[config.mk]
export PLATFORM = sky130hd
export DESIGN_NAME = jump_stack_controller
export DESIGN_NICKNAME = d
export VERILOG_FILES = /design/src/rtl/jump_stack_controller.sv
export SDC_FILE = /design/constraint.sdc
export NUM_CORES = 1
export LEC_CHECK = 0
export CORE_UTILIZATION = 50
export CTS_CLUSTER_SIZE = 28
export DETAILED_ROUTE_END_ITERATION = 12
export GPL_TIMING_DRIVEN = 0
export HOLD_SLACK_MARGIN = 0.06
export PLACE_DENSITY = 0.75
export SKIP_LAST_GASP = 1
export SLEW_MARGIN = 30
export SYNTH_ARGS = -nofsm -noshare
export SYNTH_HDL_FRONTEND = slang
export SYNTH_SLANG_ARGS = --single-unit
[constraint.sdc]
create_clock -name clk -period 2.55 [get_ports clk]
set_clock_uncertainty 0.2 [all_clocks]
set_input_delay 0.255 -clock clk [delete_from_list [all_inputs] [get_ports clk]]
set_output_delay 0.255 -clock clk [all_outputs]
set_load 0.1 [all_outputs]
[src/rtl/jump_stack_controller.sv]
// Jump/branch resolution with PC-source one-hot selects and PR1 flush.
// Owns the JSB/RET return-address stack with sticky overflow/underflow flags.
module jump_stack_controller #(
    parameter int PC_W        = 12,
    parameter int DEPTH       = 8,
    parameter bit WRAP_ON_OVF = 1'b0
) (
    input  logic                       clk,
    input  logic                       rst,
    input  logic [5:0]                 opcode,
    input  logic                       z_out,
    input  logic                       PR2_jump_en,
    input  logic                       stall,
    input  logic [PC_W-1:0]            pc_plus1,
    input  logic                       clr_err,
    output logic                       sel_PC_src_plus1,
    output logic                       sel_PC_src_offset,
    output logic                       sel_PC_src_const,
    output logic                       sel_PC_src_stack,
    output logic                       flush_PR1,
    output logic [PC_W-1:0]            ret_addr,
    output logic [$clog2(DEPTH+1)-1:0] ras_count,
    output logic                       ras_overflow,
    output logic                       ras_underflow
);

    localparam int AW = (DEPTH > 1) ? $clog2(DEPTH) : 1;
    localparam int CW = $clog2(DEPTH + 1);

    // Jump opcode encodings shared with the decoder.
    localparam logic [2:0] BZ_FN             = 3'b100;
    localparam logic [2:0] BNZ_FN            = 3'b101;
    localparam logic [3:0] NON_COND_TYPE     = 4'b1100;
    localparam logic [4:0] JSB_OPCODE        = 5'b11001;
    localparam logic [5:0] OTHER_TYPE_OPCODE = 6'b111000;

    localparam logic [CW-1:0] FULL_CNT = CW'(DEPTH);

    logic [PC_W-1:0] mem_q [DEPTH];
    logic [AW-1:0]   wp_q, wp_d;
    logic [CW-1:0]   cnt_q, cnt_d;
    logic            ovf_q, ovf_d;
    logic            udf_q, udf_d;

    logic active;
    logic is_bz, is_bnz, is_ncond, is_ret;
    logic push_req, pop_req;
    logic do_push, do_pop;
    logic full, empty;
    logic mem_we;
    logic ovf_evt, udf_evt;
    logic [AW-1:0] top_idx;

    assign active   = !PR2_jump_en && !stall;
    assign is_bz    = (opcode[5:3] == BZ_FN);
    assign is_bnz   = (opcode[5:3] == BNZ_FN);
    assign is_ncond = (opcode[5:2] == NON_COND_TYPE);
    assign is_ret   = (opcode == OTHER_TYPE_OPCODE);

    // Select/flush decode; the four classes are mutually exclusive.
    always_comb begin
        sel_PC_src_plus1  = 1'b1;
        sel_PC_src_offset = 1'b0;
        sel_PC_src_const  = 1'b0;
        sel_PC_src_stack  = 1'b0;
        flush_PR1         = 1'b0;
        push_req          = 1'b0;
        pop_req           = 1'b0;
        if (active) begin
            unique case (1'b1)
                is_bz, is_bnz: begin
                    if ((is_bz && z_out) || (is_bnz && !z_out)) begin
                        sel_PC_src_plus1  = 1'b0;
                        sel_PC_src_offset = 1'b1;
                        flush_PR1         = 1'b1;
                    end
                end
                is_ncond: begin
                    sel_PC_src_plus1 = 1'b0;
                    sel_PC_src_const = 1'b1;
                    flush_PR1        = 1'b1;
                    push_req         = (opcode[5:1] == JSB_OPCODE);
                end
                is_ret: begin
                    sel_PC_src_plus1 = 1'b0;
                    sel_PC_src_stack = 1'b1;
                    flush_PR1        = 1'b1;
                    pop_req          = 1'b1;
                end
                default: begin
                    sel_PC_src_plus1 = 1'b1;
                end
            endcase
        end
    end

    assign do_push = push_req && !rst;
    assign do_pop  = pop_req && !rst;
    assign full    = (cnt_q == FULL_CNT);
    assign empty   = (cnt_q == '0);

    always_comb begin
        wp_d    = wp_q;
        cnt_d   = cnt_q;
        mem_we  = 1'b0;
        ovf_evt = 1'b0;
        udf_evt = 1'b0;
        if (do_push) begin
            if (!full) begin
                mem_we = 1'b1;
                wp_d   = wp_q + AW'(1);
                cnt_d  = cnt_q + CW'(1);
            end else begin
                ovf_evt = 1'b1;
                if (WRAP_ON_OVF) begin
                    mem_we = 1'b1;
                    wp_d   = wp_q + AW'(1);
                end
            end
        end else if (do_pop) begin
            if (!empty) begin
                wp_d  = wp_q - AW'(1);
                cnt_d = cnt_q - CW'(1);
            end else begin
                udf_evt = 1'b1;
            end
        end
    end

    // A fresh error in the clearing cycle must stay visible.
    always_comb begin
        ovf_d = ovf_q;
        udf_d = udf_q;
        if (clr_err) begin
            ovf_d = 1'b0;
            udf_d = 1'b0;
        end
        if (ovf_evt) ovf_d = 1'b1;
        if (udf_evt) udf_d = 1'b1;
    end

    always_ff @(posedge clk) begin
        if (rst) begin
            wp_q  <= '0;
            cnt_q <= '0;
            ovf_q <= 1'b0;
            udf_q <= 1'b0;
        end else begin
            wp_q  <= wp_d;
            cnt_q <= cnt_d;
            ovf_q <= ovf_d;
            udf_q <= udf_d;
        end
    end

    always_ff @(posedge clk) begin
        if (mem_we) begin
            mem_q[wp_q] <= pc_plus1;
        end
    end

    assign top_idx       = wp_q - AW'(1);
    assign ret_addr      = empty ? '0 : mem_q[top_idx];
    assign ras_count     = cnt_q;
    assign ras_overflow  = ovf_q;
    assign ras_underflow = udf_q;

endmodule

; ---- Yosys cells after proc, flatten, opt, wreduce, memory -nomap -nowiden
; Memories as Yosys holds them, arrays and structs flattened.
; Cells that the tools add are included.
[word_totals]
reg_bits = 9
ramBits = 96
in_bits = 24
out_inout_bits = 23
memories = 1
[memory_table]
columns = name, depth, word_bits, read_ports, rd_clocked_by_memory_dff, wr, line
row1 = mem_q, 8, 12, 1, 0, 1, 39  ; logic [PC_W-1:0] mem_q [DEPTH];
[classes]
n_addsub = 4
n_eq_ne = 8
mux = 35
reduce_logical = 17
[op_table]
columns = cell, count
row1 = $mux 1, 24
row2 = $mux 4, 4
row3 = $mux 12, 1
row4 = $mux 3, 4
row5 = $eq 4x4->1 const B, 2
row6 = $eq 3x3->1 const B, 2
row7 = $eq 6x6->1 const B, 1
row8 = $reduce_bool 2->1, 3
row9 = $eq 5x5->1 const B, 1
row10 = $logic_and 1x1->1, 5
row11 = $add 4x1->4 const B, 1
row12 = $logic_not 1->1, 4
row13 = $logic_not 4->1, 1
row14 = $ne 2x2->1 const B, 2
row15 = $pmux 1 s2, 2
row16 = $reduce_or 2->1, 2
row17 = $sub 4x1->4 const B, 1
row18 = $add 3x1->3 const B, 1
row19 = $reduce_and 3->1, 1
row20 = $sub 3x1->3 const B, 1
row21 = $logic_or 1x1->1, 1

; ---- Longest topological paths before layout
[depth]
word_depth = 7
ltp_mapped = 9
ltp_nobuf = 7

; ---- Worst setup path before layout
; No wires, ideal clock.
[synth_path]
path_kind = register to output
from = register wp_q[0]
to = output port ret_addr[10]
t_arrival_ns = 3.615
t_required_ns = 2.095
slack_ns = -1.520
path_stages_with_launch = 10
cell_sequence = dfxtp_1 > buf_2 > buf_2 > inv_1 > ha_1 > clkbuf_1 > buf_1 > mux4_2 > nand2_1 > a21oi_1
[synth_via]
elab_chain_len = 3
[synth_rtl]
columns = element, line
row1 = from (decl), 40  ; logic [AW-1:0] wp_q, wp_d;
row2 = from (signal assigned), 149  ; wp_q <= wp_d;
row3 = $sub 3x1->3, 162  ; assign top_idx = wp_q - AW'(1);
row4 = $mem_v2 8x12, --
row5 = $mux 12, 163  ; assign ret_addr = empty ? '0 : mem_q[top_idx];
row6 = to (decl), 21  ; output logic [PC_W-1:0] ret_addr,
; No other way between the ends.

; ---- Worst setup path after layout
[layout_path]
from = input port opcode[3]
to = memory mem_q[7][0] (enable)
[layout_via]
elab_chain_len = 7
[layout_rtl]
columns = element, line
row1 = from (decl), 10  ; input logic [5:0] opcode,
row2 = $eq 5x5->1 or $eq 4x4->1 (tied branches), "82, 57"
row3 = $mux 1 (*), 70  ; unique case (1'b1)
row4 = $mux 1 (*), 69  ; if (active) begin
row5 = $logic_and 1x1->1 (*), 97  ; assign do_push = push_req && !rst;
row6 = $mux 1 (*), 108  ; if (do_push) begin
row7 = $mux 1 (*), 157  ; if (mem_we) begin
row8 = $mux 1 (implied by the code) (*), 158  ; mem_q[wp_q] <= pc_plus1;
row9 = to (decl), 39
; Every way passes the cells marked *; elsewhere a longest branch is shown, timed or not.

==> reports/metrics.cfg <==
[clock_network]
clock_sinks=105
clk_transition_reported_paths_ns=0.10
post_cts_hold_buffers=0
worst_skew_pair.late_latency_ns=0.37
cts-htree-levels=3
cts_tree=yes
cts_inserted_buffers=9
clock_tree.root_cell=clkbuf_8
cts-root-to-sink-buffers=2

[critical_path]
worstSetupStartpointType=primary input
crit_path_cell_chain=clkdlybuf4s50_1, and4bb_2, and3_1, nand3_1, nor2_2
critical_path_start_end_classification=primary input to flop
cp_max_fo=12
worst_ep_arrival_time_ns=2.38
ff2ff_setup_slack_ns=0.17
startpoint=opcode[3]
critical-path-max-stage-delay_ns=0.73
critical_path.top_delay_family=simple AND/OR/NAND/NOR gates
r2r-start=ras_count[0]
setup_crit_end_kind=flop
slowest_stage=nor2_2
worstPathBufferInverterCount=1
worstPathRequired_ns=2.35

[global_routing]
largest_net_degree_at_the_start_of_global_routing=17
grt_first_pass_wirelength_um=15000
gr-total-overflow=0
initial_antenna_violation_count=0
track_usage_pct=24.0
first_global_vias=2626

[pwr]
intPower_w=0.00228
leakage_nw=1.85
p_clk_share_pct=30.8
peakVddDrop_mv=0.379
power-per-cell-area_mw_per_mm2=500
comb_power_share_pct=5.2
power_switching_w=0.000644
switching_share_pct=22.0
share_seq_of_total_power_pct=64.0

[floorplan]
ios=47
die-height_um=96.0
die_w_um=96.0
std_cell_rows=33
core_region_area_mm2=0.00838
floorplan.die_area_mm2=0.00921
start_util_pct=52.7

[detailed_routing]
routedWlPerCell_um=22.3
wl_met1_um=4330
via_per_inst=5.99
drt_pre_antenna_iters=4
detail_route.wirelength_um=9950
drtIter0Drc=114
ant_nets=0
num_vias=2673
post-route-drc-count=0
wl_met3_um=679
highest-signal-layer=met4
detailroute.wirelength.met2_um=4790

[outcome]
violations=negative setup slack
status=finished, violations left

[final_layout]
drive_above_1_share_pct=40.5
final_nets=365
insertedDiodeCount=0
final_core_util_pct=69.8
areaGrowthSynthToFinish_pct=32.6
fill_cells=546

[placed_design]
gp_congestion=0.805
place.port_buffers=46
hpwlAfterDp_um=5710

[worst_hold_path]
hold_path_class=flop to flop
holdCritStartpoint=ras_overflow

[logic_synthesis]
netlist_instances=266
number_of_enable_flip_flop_cells_after_synthesis=96
fraction_of_registers_with_async_set_or_reset_after_synthesis_pct=0
synth_fp_nets=294
yosysSeqAreaShare_pct=69.4
synth-main-ff-cell=edfxtp_1
synth_cell_types=47
synth.yosys.warnings=0
synth_area_per_cell_um2=16.6
syn_area_mm2=0.00441
yosys_register_bits=105

[timing]
finalWorstSetupSlack_ns=-0.0277
layout_worst_path_cycle_share_pct=101
hold-worst-slack_ns=0.314
setup_tns_ns=-0.646
slew_viol_final=0
period_minus_slack_ns=2.58
timing.final.hold_violations=0
finalSetupViolations=38
max-slew-margin-rel_pct=34.6
worst_pin_slew_ns=0.978
rsz_0062_raised_after_global_routing=true
max_fclk_ghz=0.388

[flow_run]
maxCapViolations=0

## cell families (layout without fill, tap and decap cells)
group / Yosys count / after routing / share of synthesized area, %
adder cells (fa/ha/maj): 4 / 4 / 1.13
buffers and inverters: 14 / 89 / 1.28
flip-flops: 105 / 105 / 69.4
AO/OA/AOI/OAI: 36 / 36 / 4.93
AND/OR/NAND/NOR: 78 / 78 / 9.84
XOR/XNOR: 3 / 3 / 0.595
multiplexers: 26 / 26 / 12.8
## layout make-up
type	count	area (um^2)	area share, %
Clock buffer	10	128	2.18
Multi-Input combinational cell	147	1600	27.4
Tap cell	105	131	2.25
Buffer	8	115	1.97
Inverter	3	16.3	0.278
Clock inverter	5	33.8	0.577
Timing Repair Buffer	63	749	12.8
Sequential cell	105	3080	52.6
## worst min-delay path: cells and delay by family, from the launching register on
family / cells / cell delay (ns)
compound gates: 1 / 0.07
flops: 1 / 0.35
simple gates: 1 / 0.07
## layout by cell type (no fill, tap or decap), types with 3 or more instances in the layout
master	instances
buf_4	11
mux4_2	24
ha_1	3
nor3_4	3
buf_12	15
nand4_1	3
nor2_4	3
edfxtp_1	96
nand2_2	18
nor2_1	7
clkdlybuf4s50_1	29
nand3_1	7
nand2b_1	3
dfxtp_2	4
o21ai_0	6
a21oi_1	5
dfxtp_1	3
nor2_2	3
clkbuf_8	13
buf_2	3
a21oi_4	12
nand2_1	10
## per-stage QoR
stage / power [W] / instances / area, um^2 / setup WS (ns)
floorplan: 0.00198 / 266 / 4640 / -0.0103
global placement: 0.00205 / 417 / 5230 / -1.23
detailed placement: 0.00205 / 417 / 5260 / -1.27
CTS: 0.00294 / 443 / 5830 / -0.111
global route: 0.00301 / 446 / 5850 / -0.173
finish: 0.00293 / 446 / 5850 / -0.0277
## Yosys cell counts (all sizes together), types with 2 or more instances
cell type	number	area [um^2]
o21a	2	15.0
mux2	2	26.3
nand2b	3	18.8
nand4	3	18.8
and4b	2	20.0
nor3	5	30.0
xor2	2	17.5
nor2	13	48.8
nand3	7	35.0
dfxtp	9	180
a21oi	17	85.1
nor2b	2	12.5
ha	4	50.1
buf	4	18.8
edfxtp	96	2880
or3	2	12.5
nand2	28	105
inv	3	11.3
nor3b	2	15.0
or4b	2	27.5
o21ai	6	30.0
clkbuf	7	26.3
mux4	24	541
## timing repair
| action | in CTS | in global routing |
|---|---|---|
| setup buffers | 9 | 4 |
| pin swaps | 13 | 4 |
| gates cloned | 4 | 0 |
| gates resized for setup | 168 | 15 |
| endpoints found under the setup margin | 101 | 101 |
## worst paths after layout
kind / cells past startpoint / end
setup / recovery: 5 / mem_q[7][0]
hold / removal: 2 / ras_overflow
hold reg to reg: 2 / ras_overflow
setup reg to reg: 4 / mem_q[7][0]
## power by group through the flow
| stage | Clock, W | Sequential [W] | Combinational, W |
|---|---|---|---|
| final | 0.000903 | 0.00187 | 0.000152 |
| after CTS | 0.000919 | 0.00188 | 0.000150 |
| after global routing | 0.000972 | 0.00187 | 0.000162 |
| after floorplan | 0 | 0.00192 | 0.0000593 |
| after detailed placement | 0 | 0.00191 | 0.000138 |
| after global placement | 0 | 0.00191 | 0.000135 |
## per-layer routing
metal	GRT usage [%]	vias up
li1	-	1204
met1	33.6	1349
met2	37.2	103
met3	4.74	17
met4	9.83	0
met5	0	-
## flip-flops by register name, indices dropped and copies added (netlist names)
| name | cells |
|---|---|
| wp_q | 3 |
| mem_q | 96 |
| ras_overflow | 1 |
| ras_underflow | 1 |
| ras_count | 4 |
No activity file was read; power rests on OpenSTA's default activity.
